[src/rtl/map_ram_reader.sv]
// ============================================================================
// Module      : map_ram_reader
// Description : Raster-order reader for the tile map RAM. Fetches one row at a
//               time through the RAM read port and streams its cell codes over
//               a valid/ready handshake. Optional macro MAP_READER_PREFETCH_EN
//               adds a shadow row buffer so consecutive rows stream back to back.
// Revision    : 1.0 - initial release
// ============================================================================
`default_nettype none

module map_ram_reader #(
  parameter int COLS   = 40,
  parameter int ROWS   = 30,
  parameter int CELL_W = 4,
  parameter int DATA_W = COLS * CELL_W
) (
  input  logic              CLOCK_50,
  input  logic              reset,
  input  logic              start,
  output logic [4:0]        rdaddr,
  input  logic [DATA_W-1:0] rddata,
  output logic              tile_valid,
  input  logic              tile_ready,
  output logic [CELL_W-1:0] tile_code,
  output logic [5:0]        tile_x,
  output logic [4:0]        tile_y,
  output logic              busy,
  output logic              frame_done
);

  typedef enum logic [1:0] {
    S_IDLE   = 2'd0,
    S_FETCH  = 2'd1,
    S_LATCH  = 2'd2,
    S_STREAM = 2'd3
  } state_t;

  localparam logic [5:0] c_LAST_COL = 6'(COLS - 1);
  localparam logic [4:0] c_LAST_ROW = 5'(ROWS - 1);

  state_t            r_state;
  logic [DATA_W-1:0] r_buf;

  logic       w_accept;
  logic       w_last_col;
  logic       w_last_row;
  logic [4:0] w_row_inc;

  assign w_accept   = tile_valid & tile_ready;
  assign w_last_col = (tile_x == c_LAST_COL);
  assign w_last_row = (tile_y == c_LAST_ROW);
  assign w_row_inc  = tile_y + 5'd1;
  // Cell 0 lives in the MSBs, so the head of the shift register is the current cell.
  assign tile_code  = r_buf[DATA_W-1 -: CELL_W];

`ifdef MAP_READER_PREFETCH_EN
  logic [DATA_W-1:0] r_shadow;
  logic [1:0]        r_pf_step;
  logic [4:0]        w_row_inc2;

  assign w_row_inc2 = tile_y + 5'd2;
`endif

  always_ff @(posedge CLOCK_50) begin
    if (reset) begin
      r_state    <= S_IDLE;
      r_buf      <= '0;
      rdaddr     <= '0;
      tile_valid <= 1'b0;
      tile_x     <= '0;
      tile_y     <= '0;
      busy       <= 1'b0;
      frame_done <= 1'b0;
`ifdef MAP_READER_PREFETCH_EN
      r_shadow   <= '0;
      r_pf_step  <= 2'd0;
`endif
    end else begin
      frame_done <= 1'b0;
      case (r_state)
        S_IDLE: begin
          // A start coinciding with the done pulse belongs to the finished frame.
          if (start && !frame_done) begin
            r_state <= S_FETCH;
            busy    <= 1'b1;
            rdaddr  <= '0;
            tile_x  <= '0;
            tile_y  <= '0;
          end
        end

        S_FETCH: begin
          r_state <= S_LATCH;
        end

        S_LATCH: begin
          r_buf      <= rddata;
          tile_x     <= '0;
          tile_valid <= 1'b1;
          r_state    <= S_STREAM;
`ifdef MAP_READER_PREFETCH_EN
          if (!w_last_row) begin
            rdaddr    <= w_row_inc;
            r_pf_step <= 2'd2;
          end
`endif
        end

        S_STREAM: begin
`ifdef MAP_READER_PREFETCH_EN
          // Step 2: RAM clocks the address in; step 1: its data is on rddata.
          if (r_pf_step == 2'd2) begin
            r_pf_step <= 2'd1;
          end else if (r_pf_step == 2'd1) begin
            r_shadow  <= rddata;
            r_pf_step <= 2'd0;
          end
`endif
          if (w_accept) begin
            if (!w_last_col) begin
              tile_x <= tile_x + 6'd1;
              r_buf  <= {r_buf[DATA_W-CELL_W-1:0], {CELL_W{1'b0}}};
            end else if (!w_last_row) begin
              tile_x <= '0;
              tile_y <= w_row_inc;
`ifdef MAP_READER_PREFETCH_EN
              r_buf  <= r_shadow;
              if (w_row_inc != c_LAST_ROW) begin
                rdaddr    <= w_row_inc2;
                r_pf_step <= 2'd2;
              end
`else
              rdaddr     <= w_row_inc;
              tile_valid <= 1'b0;
              r_state    <= S_FETCH;
`endif
            end else begin
              tile_valid <= 1'b0;
              busy       <= 1'b0;
              frame_done <= 1'b1;
              r_state    <= S_IDLE;
            end
          end
        end

        default: r_state <= S_IDLE;
      endcase
    end
  end

endmodule

`default_nettype wire

[config.mk]
export PLATFORM = sky130hd
export DESIGN_NAME = map_ram_reader
export DESIGN_NICKNAME = d
export VERILOG_FILES = /design/src/rtl/map_ram_reader.sv
export SDC_FILE = /design/constraint.sdc
export NUM_CORES = 1
export LEC_CHECK = 0
export BUFFER_PORTS_ARGS = -buffer_cell sky130_fd_sc_hd__buf_2
export CAP_MARGIN = 25
export CELL_PAD_IN_SITES_DETAIL_PLACEMENT = 1
export CELL_PAD_IN_SITES_GLOBAL_PLACEMENT = 2
export CORE_MARGIN = 2
export CORE_UTILIZATION = 38
export CTS_BUF_LIST = sky130_fd_sc_hd__clkbuf_4
export DETAILED_ROUTE_END_ITERATION = 8
export HOLD_SLACK_MARGIN = 0.03
export PLACE_DENSITY = 0.95
export SETUP_SLACK_MARGIN = 0.3
export SYNTH_ARGS = -nofsm -noshare
export SYNTH_HDL_FRONTEND = slang
export SYNTH_SLANG_ARGS = --single-unit
[constraint.sdc]
create_clock -name CLOCK_50 -period 2.9 [get_ports CLOCK_50]
set_clock_uncertainty 0.15 [all_clocks]
set_input_delay 0.435 -clock CLOCK_50 [delete_from_list [all_inputs] [get_ports CLOCK_50]]
set_output_delay 0.435 -clock CLOCK_50 [all_outputs]
set_load 0.005 [all_outputs]
==> results of run 1 <==
-- cell type report --
cell class	count	area, um2
inverters	6	22.52
flip-flops and latches	176	3523
multi-input cells	565	4684
fillers	2551	12040
diodes	4	10.01
repair buffers	263	1768
well taps	285	356.6
clock buffers	17	127.6
clock inverters	15	110.1
-- how the worst min path moves through the flow --
stage / startpoint / end / slack (ns) / depth (start not counted)
6_report: rddata[27] / r_buf[27] / 0.08 / 3
5_1_grt: rddata[131] / r_buf[131] / 0.03 / 3
4_1_cts: rddata[56] / r_buf[56] / 0.03 / 3
3_5_place_dp: r_buf[2] / r_buf[2] / 0.30 / 2
3_3_place_gp: r_buf[0] / r_buf[0] / 0.29 / 2
2_1_floorplan: r_buf[0] / r_buf[0] / 0.28 / 2
-- worst register-to-register path, cell delays in order (launching register included) --
cell                        delay [ns]
sky130_fd_sc_hd__dfxtp_1          0.38
sky130_fd_sc_hd__ha_1             0.26
sky130_fd_sc_hd__and4b_4          0.23
sky130_fd_sc_hd__a211oi_4         0.28
sky130_fd_sc_hd__clkbuf_16        0.47
sky130_fd_sc_hd__nor3_1           0.36
sky130_fd_sc_hd__a211oi_1         0.27
-- kinds of logic (layout without fill, tap and decap cells) --
kind of cell | Yosys count | count (layout) | synth area share
fa+ha+maj | 7 | 7 | 0.01002
mux | 157 | 157 | 0.1799
other cells | 0 | 4 | 0
simple gates | 205 | 205 | 0.1195
compound gates | 195 | 195 | 0.2220
flops | 176 | 176 | 0.4030
buf+inv | 108 | 301 | 0.06468
xor+xnor | 1 | 1 | 0.001002
-- per-stage QoR --
step	worst slack, ns	instances	util	power (mW)
after global routing	0.3512	1328	0.4680	9.672
after CTS	0.4668	1326	0.4672	9.087
after floorplan	0.9228	849	-	6.925
final	0.4039	1331	0.4683	8.980
after global placement	0.6384	1231	0.4288	7.536
after detailed placement	0.5280	1231	0.4288	7.742
-- layer usage --
metal / up-vias / GRT usage / routed length [um]
li1: 3599 / - / -
met1: 3596 / 0.2542 / 11320
met2: 163 / 0.3257 / 11230
met3: 26 / 0.05028 / 1176
met4: 4 / 0.04631 / 255
met5: - / 0 / 27
-- state kept, by name, indices dropped and copies added, names as in the netlist --
signal      flops
r_buf         160
tile_y          5
r_state         2
tile_x          6
frame_done      1
tile_valid      1
busy            1
-- power groups by stage --
stage	clock, mW	sequential, mW	combinational [mW]
floorplan	0	3.68	3.24
global placement	0	3.80	3.73
detailed placement	0	3.85	3.89
CTS	1.33	3.79	3.96
global route	1.43	3.90	4.34
finish	1.26	3.79	3.92
-- timing repair --
item | in CTS | in global routing
buffers inserted | 0 | 0
endpoints found under the hold margin | 68 | 1
gates resized for setup | 0 | 2
hold buffers | 63 | 1
endpoints found under the setup margin | 0 | 3
-- cell usage in the layout, fill, tap and decap left out, types with 2 or more instances in the layout --
cell and instances:
sky130_fd_sc_hd__a211oi_1 61, sky130_fd_sc_hd__a211oi_2 96, sky130_fd_sc_hd__a21o_1 3, sky130_fd_sc_hd__a21oi_1 6, sky130_fd_sc_hd__a31oi_1 3, sky130_fd_sc_hd__a32o_1 2, sky130_fd_sc_hd__and4_1 2, sky130_fd_sc_hd__buf_12 6
sky130_fd_sc_hd__buf_2 185, sky130_fd_sc_hd__buf_4 6, sky130_fd_sc_hd__clkbuf_4 17, sky130_fd_sc_hd__clkinv_1 2, sky130_fd_sc_hd__clkinv_2 2, sky130_fd_sc_hd__clkinv_4 4, sky130_fd_sc_hd__clkinvlp_4 3, sky130_fd_sc_hd__dfxtp_1 176
sky130_fd_sc_hd__diode_2 4, sky130_fd_sc_hd__dlygate4sd3_1 64, sky130_fd_sc_hd__ha_1 6, sky130_fd_sc_hd__inv_1 5, sky130_fd_sc_hd__inv_6 4, sky130_fd_sc_hd__mux2i_1 156, sky130_fd_sc_hd__nand2_1 9, sky130_fd_sc_hd__nand2b_1 2
sky130_fd_sc_hd__nand3_1 9, sky130_fd_sc_hd__nand4_1 6, sky130_fd_sc_hd__nor2_1 9, sky130_fd_sc_hd__nor3_1 159, sky130_fd_sc_hd__o21ai_0 2, sky130_fd_sc_hd__o21ai_1 4, sky130_fd_sc_hd__o2bb2ai_1 2, sky130_fd_sc_hd__o31a_1 2
sky130_fd_sc_hd__o31ai_1 2
==> flow_summary.toml, run 1 <==
[timing]
timing.max_slew.rel_slack = 0.3180
achievable-frequency_mhz = 400.6
final_slew_viol_count = 0
final.setup.tns_ns = 0
rsz_0062_raised_after_global_routing = "false"
period_share = 0.8607
post-route-min-period_ns = 2.496
hold_slack_ns = 0.08061
worst_pin_slew_ns = 1.023
final-setup-viol-count = 0
finalHoldViolCount = 0

[floorplan]
y_dimension_of_the_die_um = 155.7
die_w_um = 155.7
die-area_um2 = 24240
placement_rows = 55
fp.coreArea_um2 = 22640
boundaryPins = 187
initial_core_util = 0.3862

[yosys]
synth-warning-count = 0
ys_async_sr_fraction = 0
yosys_register_bits = 176
synth_top_area_cell = "sky130_fd_sc_hd__dfxtp_1"
post_synth_main_area_contributors = "sky130_fd_sc_hd__dfxtp_1 40%, sky130_fd_sc_hd__mux2i_1 18%, sky130_fd_sc_hd__a211oi_2 14%"
synthesized_netlist_cell_count = 849
synth-seq-area-share = 0.4030
synth_area_per_cell_um2 = 10.30
synth.most_common_cell = "sky130_fd_sc_hd__dfxtp_1"
netlist_area_um2 = 8743
synth.net_count = 1020
synth.distinct_cells = 49
synth-main-ff-cell = "sky130_fd_sc_hd__dfxtp_1"
number_of_flops_mapped_to_enable_cells_by_yosys = 0
synth_top_cell_area_share = 0.4030
ys_top_cells_by_count = "176 x sky130_fd_sc_hd__dfxtp_1, 159 x sky130_fd_sc_hd__nor3_1, 156 x sky130_fd_sc_hd__mux2i_1"

[clocking]
cts_root_buffer = "sky130_fd_sc_hd__clkbuf_4"
cts_tree = "built"
cts_sinks = 176
cts.clk_slew.worst_paths_ns = 0.17
worstSkewPairLatency_ns = 0.56
clock_path_buffers = 2
number_of_clock_buffers_inserted_by_tritoncts = 17
htreeDepth = 4

[grt]
global_route_wire_length_before_repair_um = 38910
globalRoute.totalOverflow = 0
grt_use_total = 0.1955
grt_max_degree = 157
grt_antenna_before_repair = 5
first_global_vias = 7630

[run_status]
run_status = "complete, no violations"

[placed_design]
hpwlAfterDp_um = 14690
port_buffers = 186
placedInstanceArea_um2 = 9709
finalWeightedCongestion = 0.7505

[setup_path]
regToRegEndpoint = "r_buf[139]"
setup.worst_path.end_class = "register"
worstSetupPathDepth = 6
worst-r2r-cell-count = 6
path_delay_family = "compound AO/OA/AOI/OAI gates"
cp-start-kind = "register"
worstReg2RegStart = "tile_x[0]"
startpoint_to_endpoint_class_of_the_critical_path = "reg -> reg"
cpPeakStageDelay_ns = 0.47
critPathMaxFanout = 156
timing.critical_path.buf_inv = 1
cpMaxStageDelayCell = "sky130_fd_sc_hd__clkbuf_16"
worstPathCellList = "ha_1, and4b_4, a211oi_4, clkbuf_16, nor3_1, a211oi_1"
critPathRequiredTime_ns = 3.22
ff2ff_setup_slack_ns = 0.40
endpoint = "r_buf[139]"
worst_ep_arrival_time_ns = 2.81
crit_path_start = "tile_x[0]"

[cells_and_area]
numnets_final = 1200
drive_gt1_frac = 0.3196
synthToLayoutAreaGrowth_pct = 21.27
final_non_filler_cell_area_um2 = 10600

[power]
pwr-share-seq = 0.422
peakVddDrop_v = 0.0003683
power.switching_fraction = 0.3948
power.clock.fraction = 0.141
p_leak_nw = 3.586
power.combinational.fraction = 0.437
power-per-cell-area_nw_per_um2 = 847.0
power.net_switching_mw = 3.545
power_report.internal_total_mw = 5.435

[drt]
viasPerCell = 5.551
number_of_drc_violations_after_detailed_routing_iteration_0 = 309
dr.pass1.iters = 4
vias = 7388
ant_nets = 0
drc = 0
route.final.wire_length_um = 24020
routedWlPerCell_um = 18.05

[job]
timing.max_cap.violations = 0

[worst_hold_path]
path_type_of_the_worst_min_delay_path = "in -> reg"
Note: power is estimated with default switching activity, not from simulation.
==> run 2: changes to the inputs <==
Settings changed: CORE_ASPECT_RATIO set to 1.1.
==> run 2 against run 1 <==
Compared with the run above: first-iteration DRC count decreased by 30%; sequential power barely moved; non-clock buffer count is 6 higher; via count barely moved; routed wire length up 3.5%; register-to-register slack better by 0.03 ns; hold slack gained 0.013 ns; largest cell class unchanged; critical path type unchanged; clock-buffer cell count is 1 higher; core utilization is 0.52 points higher.
==> flow_summary.toml, run 2 (synthesis gave the netlist of run 1 again) <==
[power]
p_leak_nw = 3.647
power_report.internal_total_mw = 5.654
power.combinational.fraction = 0.430
power.net_switching_mw = 3.579
peakVddDrop_v = 0.0005386
pwr-share-seq = 0.412
power.switching_fraction = 0.3876
power-per-cell-area_nw_per_um2 = 858.5
fin_total_pwr_mw = 9.234
power.clock.fraction = 0.159

[grt]
grt_max_degree = 158
global_route_wire_length_before_repair_um = 39100
grt_use_total = 0.1978
grt_antenna_before_repair = 8
first_global_vias = 7687
globalRoute.totalOverflow = 0

[timing]
hold_slack_ns = 0.09391
final.setup.tns_ns = 0
worst_pin_slew_ns = 0.8741
rsz_0062_raised_after_global_routing = "true"
post-route-min-period_ns = 2.462
timing.max_slew.rel_slack = 0.4173
final-setup-viol-count = 0
final_slew_viol_count = 0
achievable-frequency_mhz = 406.3
period_share = 0.8488
finalHoldViolCount = 0
finalWorstSetupSlack_ns = 0.4385

[drt]
drc = 0
ant_nets = 0
dr.pass1.iters = 5
route.final.wire_length_um = 24850
routedWlPerCell_um = 18.40
number_of_drc_violations_after_detailed_routing_iteration_0 = 215
viasPerCell = 5.474
vias = 7395

[cells_and_area]
largest_register_ff_count = 160
layout_commonest_cell = "sky130_fd_sc_hd__buf_2"
synthToLayoutAreaGrowth_pct = 23.01
final_non_filler_cell_area_um2 = 10760
numnets_final = 1206
drive_gt1_frac = 0.3216
final_core_utilization = 0.4735
layoutNonFillerInstCount = 1351
biggestRegsByFlops = "r_buf (160), tile_x (6), tile_y (5)"
largest-register = "r_buf"
most-common-layout-cells = "185 x sky130_fd_sc_hd__buf_2, 176 x sky130_fd_sc_hd__dfxtp_1, 159 x sky130_fd_sc_hd__nor3_1, 156 x sky130_fd_sc_hd__mux2i_1, 96 x sky130_fd_sc_hd__a211oi_2"

[floorplan]
y_dimension_of_the_die_um = 163.1
die-area_um2 = 24240
boundaryPins = 187
initial_core_util = 0.3849
placement_rows = 58
die_w_um = 148.6
fp.coreArea_um2 = 22710

[setup_path]
cp-start-kind = "register"
worst_ep_arrival_time_ns = 2.79
worstReg2RegStart = "tile_x[0]"
cpPeakStageDelay_ns = 0.58
critPathRequiredTime_ns = 3.22
startpoint_to_endpoint_class_of_the_critical_path = "reg -> reg"
critPathMaxFanout = 78
setup.worst_path.end_class = "register"
cpMaxStageDelayCell = "sky130_fd_sc_hd__buf_6"
worstPathCellList = "ha_1, and4b_4, a211oi_4, buf_6, nor3_1, a211oi_1"
crit_path_start = "tile_x[0]"

[clocking]
cts_sinks = 176
post_cts_buffers = 0
cts_root_buffer = "sky130_fd_sc_hd__clkbuf_4"
clock_path_buffers = 2
cts.clk_slew.worst_paths_ns = 0.15
cts_tree = "built"
worstSkewPairLatency_ns = 0.55
number_of_clock_buffers_inserted_by_tritoncts = 17
htreeDepth = 4

[run_status]
run_status = "complete, no violations"

[placed_design]
finalWeightedCongestion = 0.8036
dp_cells = 1248
pre_cts_ws_ns = 0.4760
placedInstanceArea_um2 = 9771
port_buffers = 186
hpwlAfterDp_um = 15030

[worst_hold_path]
path_type_of_the_worst_min_delay_path = "in -> reg"
holdCritStartpoint = "rddata[122]"

[job]
timing.max_cap.violations = 0
run 2: cell types whose count changed in the layout (fill, tap and decap cells not counted), sizes merged:
cell and change:
dlygate4sd3 +3, bufinv +2, clkinv -5, inv +2, diode -1, clkbuf +2
buf +2
run 2: final timing paths:
| path | end | cells past startpoint | slack, ns |
|---|---|---|---|
| max reg2reg | r_buf[138] | 6 | 0.44 |
| min reg2reg | r_buf[0] | 2 | 0.32 |
| max | r_buf[138] | 6 | 0.44 |
| min | r_buf[122] | 3 | 0.09 |
run 2: what timing repair did:
item | 4_1_cts | 5_1_grt
resized for setup | 0 | 2
endpoints found under the hold margin | 64 | 3
hold buffers | 64 | 3
endpoints found under the setup margin | 0 | 3
run 2: power by group through the flow:
stage	clock (mW)	combinational (mW)	sequential, mW
floorplan	0	3.24	3.68
global placement	0	3.76	3.80
detailed placement	0	3.91	3.85
CTS	1.54	3.99	3.80
global route	1.62	4.36	3.90
finish	1.46	3.97	3.80
run 2: layout make-up:
cell class                 instances  area [um2]
clock buffer                      18       135.1
multi-input combinational        565        4684
timing repair buffer             269        1852
inverter                           6       22.52
tap                              300       375.4
antenna                            3       7.507
clock inverter                    14       155.1
sequential                       176        3523
fill                            2582       11960
run 2: critical path: cells and delay by family, from the launching register on:
kind | cells | cell delay, ns
AND/OR/NAND/NOR | 2 | 0.32
AO/OA/AOI/OAI | 2 | 0.63
flip-flops | 1 | 0.37
adder cells (fa/ha/maj) | 1 | 0.26
buffers and inverters | 1 | 0.58
run 2: metal layers:
metal	vias up	track usage	wire length, um
li1	3601	-	-
met1	3602	0.2513	11030
met2	164	0.3371	12340
met3	22	0.04693	1225
met4	6	0.05281	214
met5	-	0	41
